### config.mk
export PLATFORM = sky130hd
export DESIGN_NAME = lc3_mem_arbiter
export DESIGN_NICKNAME = d
export VERILOG_FILES = /design/src/rtl/lc3_mem_arbiter.sv
export SDC_FILE = /design/constraint.sdc
export NUM_CORES = 1
export LEC_CHECK = 0
export BUFFER_PORTS_ARGS = -buffer_cell sky130_fd_sc_hd__buf_2
export CAP_MARGIN = 15
export CORE_ASPECT_RATIO = 2
export CORE_MARGIN = 2
export CORE_UTILIZATION = 44
export DETAILED_ROUTE_END_ITERATION = 7
export PLACE_DENSITY = 0.73
export REMOVE_ABC_BUFFERS = 1
export SLEW_MARGIN = 5
export SYNTH_ARGS = -nofsm -noshare
export SYNTH_HDL_FRONTEND = slang
export SYNTH_SLANG_ARGS = --single-unit
### constraint.sdc
create_clock -name clock -period 2.4 [get_ports clock]
set_input_delay 0 -clock clock [delete_from_list [all_inputs] [get_ports clock]]
set_output_delay 0 -clock clock [all_outputs]
set_load 0.1 [all_outputs]
### src/rtl/lc3_mem_arbiter.sv
// lc3_mem_arbiter: shares one single-port memory between LC3 fetch and
// mem-access stages. Data has priority, fetch starvation is bounded by a
// streak counter, and a watchdog aborts accesses the memory never acks.
module lc3_mem_arbiter #(
  parameter int unsigned ADDR_W       = 16,
  parameter int unsigned DATA_W       = 16,
  parameter int unsigned STARVE_LIMIT = 4,
  parameter int unsigned TIMEOUT      = 255
) (
  input  logic              clock,
  input  logic              reset,
  // fetch port
  input  logic              instrmem_rd,
  input  logic [ADDR_W-1:0] pc,
  output logic [DATA_W-1:0] Instr_dout,
  output logic              complete_instr,
  // data port
  input  logic              data_req,
  input  logic              Data_rd,
  input  logic [ADDR_W-1:0] Data_addr,
  input  logic [DATA_W-1:0] Data_din,
  output logic [DATA_W-1:0] Data_dout,
  output logic              complete_data,
  // memory port
  output logic              mem_req,
  output logic              mem_we,
  output logic [ADDR_W-1:0] mem_addr,
  output logic [DATA_W-1:0] mem_wdata,
  input  logic [DATA_W-1:0] mem_rdata,
  input  logic              mem_ack,
  // status
  output logic              timeout_err
);

  localparam int unsigned STREAK_W = $clog2(STARVE_LIMIT + 1);
  localparam int unsigned WAIT_W   = (TIMEOUT == 0) ? 1 : $clog2(TIMEOUT + 1);

  typedef enum logic [1:0] {
    IDLE  = 2'd0,
    INSTR = 2'd1,
    DATA  = 2'd2,
    RESP  = 2'd3
  } state_t;

  state_t              state;
  logic [STREAK_W-1:0] streak;
  logic [WAIT_W-1:0]   wait_cnt;

  logic streak_ok;
  logic pick_data;
  logic wait_hit;

  // Arbitration and watchdog decisions, evaluated from registered state.
  assign streak_ok = (streak < STREAK_W'(STARVE_LIMIT));
  assign pick_data = data_req && (!instrmem_rd || streak_ok);
  assign wait_hit  = (TIMEOUT != 0) && (wait_cnt == WAIT_W'(TIMEOUT));

  // Arbiter FSM with registered memory-side and core-side outputs.
  always_ff @(posedge clock or negedge reset) begin
    if (!reset) begin
      state          <= IDLE;
      streak         <= '0;
      wait_cnt       <= '0;
      mem_req        <= 1'b0;
      mem_we         <= 1'b0;
      mem_addr       <= '0;
      mem_wdata      <= '0;
      Instr_dout     <= '0;
      Data_dout      <= '0;
      complete_instr <= 1'b0;
      complete_data  <= 1'b0;
      timeout_err    <= 1'b0;
    end else begin
      complete_instr <= 1'b0;
      complete_data  <= 1'b0;
      case (state)
        IDLE: begin
          if (pick_data) begin
            state     <= DATA;
            mem_req   <= 1'b1;
            mem_we    <= !Data_rd;
            mem_addr  <= Data_addr;
            mem_wdata <= Data_din;
            wait_cnt  <= '0;
            if (!instrmem_rd) begin
              streak <= '0;
            end else if (streak_ok) begin
              streak <= streak + STREAK_W'(1);
            end
          end else if (instrmem_rd) begin
            state    <= INSTR;
            mem_req  <= 1'b1;
            mem_we   <= 1'b0;
            mem_addr <= pc;
            wait_cnt <= '0;
            streak   <= '0;
          end
        end
        INSTR, DATA: begin
          if (mem_ack) begin
            mem_req <= 1'b0;
            state   <= RESP;
            if (state == INSTR) begin
              Instr_dout     <= mem_rdata;
              complete_instr <= 1'b1;
            end else begin
              if (!mem_we) begin
                Data_dout <= mem_rdata;
              end
              complete_data <= 1'b1;
            end
          end else if (wait_hit) begin
            mem_req     <= 1'b0;
            timeout_err <= 1'b1;
            state       <= RESP;
            if (state == INSTR) begin
              Instr_dout     <= '0;
              complete_instr <= 1'b1;
            end else begin
              Data_dout     <= '0;
              complete_data <= 1'b1;
            end
          end else if (wait_cnt != '1) begin
            wait_cnt <= wait_cnt + WAIT_W'(1);
          end
        end
        RESP: begin
          state <= IDLE;
        end
        default: begin
          state <= IDLE;
        end
      endcase
    end
  end

endmodule

Word level (Yosys, flattened, before mapping)
Cells that the tools add are included.
- register bits: 82
- logic and storage cells: 88
- $add $sub $neg: 2
- $lt $le $gt $ge: 1
- equal/unequal tests: 12
- multiplexer cells: 41
- bitwise gates (word level): 2
- reduce and logical (&&, ||, !) cells: 18
- operators by type and width (cell ; number):
    two-way mux 16 bit ; 11
    two-way mux 8 bit ; 5
    case mux 8 bit (2 select lines) ; 1
    two-way mux 1 bit ; 14
    two-way mux 3 bit ; 4
    AND reduction 3 bit ; 4
    != test 3 bit, second input constant ; 3
    adder 8 x 1 -> 8 bit, second input constant ; 1
    == test 8 bit, second input constant ; 1
    two-way mux 2 bit ; 4
    != test 2 bit, second input constant ; 4
    != test 8 bit, second input constant ; 1
    case mux 2 bit (3 select lines) ; 1
    AND reduction 2 bit ; 3
    nonzero test 2 bit ; 3
    AND reduction 5 bit ; 1
    == test 2 bit, second input constant ; 2
    AND reduction 4 bit ; 1
    adder 3 x 1 -> 3 bit, second input constant ; 1
    less-than comparator 3 bit, second input constant ; 1
    == test 2 x 1 -> 1 bit, second input constant ; 1
    zero test 1 bit ; 2
    zero test 2 bit ; 1
    NOT 1 bit ; 2
    other kinds (4) ; 4

Longest topological paths before layout
- depth after elaboration: 5
- mapped depth: 7
- depth with buffers taken out: 6

Worst setup path after synthesis
Ideal clock, no wire load.
- kind: flip-flop to flip-flop
- start: reg mem_we
- end: reg Data_dout[9]
- library setup time: 131 ps
- arrival time: 1814 ps
- data required time: 2269 ps
- setup slack: 455 ps
- cell stages (with the launch flop): 7
- period minus slack after synthesis: 1945 ps
- path through: dfrtp_1 -> clkbuf_1 -> nor3b_2 -> buf_2 -> a22o_1 -> nand2_1 -> o21ai_0
- word-level cells in the longest chain between the ends: 2
- ends and longest elaborated chain (element ; RTL line ; RTL):
    start: declaration ; 26 ; output logic mem_we,
    start signal: assignment ; 81 ; mem_we <= !Data_rd;
    != test 2 bit (no line) ; - ;
    AND reduction 4 bit (no line) ; - ;
    end signal: assignment ; 108 ; Data_dout <= mem_rdata;
    end: declaration ; 22 ; output logic [DATA_W-1:0] Data_dout,
No other way between the ends.
A chain may end at the register's enable or synchronous reset.

Worst setup path after layout
- start: reg state[0]
- end: reg wait_cnt[5]
- word-level cells in the longest chain between the ends: 4
- ends and longest elaborated chain (element ; RTL line ; RTL):
    start: declaration ; 45 ; state_t state;
    start signal: assignment ; 61 ; state <= IDLE;
    start signal: assignment ; 79 ; state <= DATA;
    start signal: assignment ; 91 ; state <= INSTR;
    == test 2 x 1 -> 1 bit / == test 2 bit (equally long branches) ; 76 ; case (state)
    OR reduction 2 bit ; 76 ;
    != test 2 bit (no line) / nonzero test 2 bit (equally long branches) ; - ;
    AND reduction 5 bit (no line) ; - ;
    end signal: assignment ; 124 ; wait_cnt <= wait_cnt + WAIT_W'(1);
    end: declaration ; 47 ; logic [WAIT_W-1:0] wait_cnt;
Parallel ways exist; a longest one is shown, timed or not.

==> results.toml <==
[outcome]
status = "finished clean"

[global_routing]
grt_overflow = 0
grt_pass1_vias = 3510
antenna_found_initial = 0
grt_max_degree = 83
track_usage = 0.236
grt_pass1_wl_um = 16300

[routing]
dr.pass1.iters = 4
wire_per_inst_um = 16.3
routed_via_density = 5.21
wirelength_um = 10200
vias = 3278
route.detailed.drc = 0
drtIter0Drc = 141
drtAntennaViolNets = 0

[timing]
finalSetupViolCount = 0
hold_viol = 0
rsz0062_at_grt = "no"
finClkSkew_ns = 0.00993
fmax_ghz = 0.498
min_period_ns = 2.01
tightest_slew_ns = 1.04
hold_slack_ns = 0.0244
maxSlewHeadroom = 0.308
period_share = 0.836
maxSlewViolCount = 0

[clock_network]
clock-sinks = 82
ctsResizeCount = 0
numCtsBuffers = 9
path_clk_slew_ns = 0.06
clockBufferDepth = 2
cts_tree = "done"
cts_setup_buffers = 0
h-tree-depth = 3
cts-root-buf = "clkbuf_16"
holdBufCountCts = 66
clk_latency_ns = 0.34

[worst_setup_path]
cp_slowest_cell = "ha_1"
cp_common_cell = "nor2_1"
crit_path_end_kind = "flop"
critPathBufInv = 1
cp-start-kind = "flop"
required_ns = 2.62
worstPathMaxFanout = 12
rrSetupSlack_ns = 0.39
critPathArrivalTime_ns = 2.22
crit_type = "reg2reg"
cpLargestDelayFamily = "compound AO/OA/AOI/OAI gates"
crit_chain = "inv_1 > ha_1 > nor2_1 > nor2_1 > o21ai_0 > a221o_2"
critPathMaxStageDelay_ns = 0.51

[synthesis]
synth_area_leaders = "dfrtp_1, a22o_1, mux2_2"
ys_types = 43
synthArstFlopShare = 1.00
yosysWarnings = 0
synth_ff_type = "dfrtp_1"
yosys_register_bits = 82
synth_area_leader_cell = "dfrtp_1"
synthCells = 325
synth_edf_count = 0
ys_seq_area_frac = 0.554
yosysTopAreaCellShare = 0.554
syn_area_um2 = 3700
synth.avg_cell_area_um2 = 11.4

[final_layout]
antenna_cells = 0
mostFrequentLayoutCells = "buf_2, dfrtp_1, dlygate4sd3_1"
layout-drive-gt1-share = 0.371
finish.instance_area_um2 = 5450
final_common_cell = "buf_2"
fin_nets = 600
synthToLayoutAreaGrowth_pct = 47.1

[floorplan]
die_h_um = 134
ios = 139
initial_core_util = 0.450
dieArea_um2 = 9210
die_w_um = 68.9
core_um2 = 8230
fp-row-count = 47

[place]
place.gp.congestion = 0.810
port_buffers = 138
dpl-instance-area_um2 = 4450
place_hpwl_um = 6430

[job]
cap_violations = 0

[min_path]
hp-class = "in2reg"
==> layer usage <==
layer  routed length [um]  vias up  global-route usage
met5                    0        -                   0
met4                  341        0               0.108
met3                  603       27              0.0617
met2                 5550      146               0.408
met1                 3730     1553               0.259
li1                     -     1552                   -
==> path summary, 6_finish.rpt <==
check | to | cells past startpoint | start
worst max-delay path | wait_cnt[5]$_DFFE_PN0P_ | 6 | state[0]$_DFFE_PN0P_
worst min-delay path | mem_addr[3]$_DFFE_PN0P_ | 3 | pc[3]
worst max register to register | wait_cnt[5]$_DFFE_PN0P_ | 6 | state[0]$_DFFE_PN0P_
worst min register to register | timeout_err$_DFFE_PN0P_ | 1 | timeout_err$_DFFE_PN0P_
max in group asynchronous | wait_cnt[6]$_DFFE_PN0P_ | 2 | reset
min in group asynchronous | mem_wdata[2]$_DFFE_PN0P_ | 2 | reset
==> registers in the layout, indices dropped and copies added, names as in the netlist <==
signal,flops
Data_dout,16
Instr_dout,16
mem_addr,16
mem_wdata,16
wait_cnt,8
streak,3
state,2
complete_data,1
complete_instr,1
mem_req,1
mem_we,1
timeout_err,1
==> synth_stat cells, types with 2 or more instances <==
| library cell | number |
|---|---|
| a21oi_1 | 5 |
| buf_4 | 2 |
| inv_1 | 21 |
| o21ai_2 | 9 |
| buf_2 | 5 |
| clkbuf_1 | 8 |
| mux2_2 | 17 |
| and3_1 | 2 |
| nor3b_2 | 2 |
| o21ai_0 | 32 |
| nand3_1 | 5 |
| dfrtp_1 | 82 |
| mux2i_1 | 16 |
| nor4_1 | 2 |
| a22o_1 | 33 |
| a2bb2oi_1 | 2 |
| nand4_1 | 2 |
| nand2_1 | 42 |
| nor2_1 | 4 |
| a221o_2 | 2 |
| nor3_1 | 4 |
| buf_6 | 3 |
| o211ai_1 | 2 |
| ha_1 | 4 |
==> worst register-to-register path, delay by kind of cell (launching register included) <==
family          cells  cell delay (ns)
flops               1             0.37
buf+inv             1             0.05
fa+ha+maj           1             0.51
simple gates        2             0.37
compound gates      2             0.58
==> kinds of logic after synthesis <==
kind of cell               count (synthesis)  share of synthesized area
AOI/OAI and AO/OA                         95                      0.188
adders and majority gates                  4                     0.0135
buffers and inverters                     40                     0.0504
DFF                                       82                      0.554
muxes                                     33                     0.0950
and+or+nand+nor                           71                     0.0990
==> cell type report <==
cell class	instances	area, um^2
inverters	22	82.6
repair buffers	208	1380
well taps	98	123
multi-input cells	203	1480
clock buffers	11	243
fillers	605	2790
flip-flops and latches	82	2050
clock inverters	5	85.1
==> through the flow <==
stage | setup slack (ns) | setup TNS, ns | cells | utilization
2_1_floorplan | -0.122 | -2.04 | 307 | -
3_3_place_gp | 0.478 | 0 | 547 | 0.541
3_5_place_dp | 0.432 | 0 | 547 | 0.541
4_1_cts | 0.398 | 0 | 629 | 0.661
5_1_grt | 0.194 | 0 | 629 | 0.662
6_report | 0.393 | 0 | 629 | 0.662
Power is not shown: default switching activity piles up to over one toggle a cycle in this logic, so the estimate is an artifact.
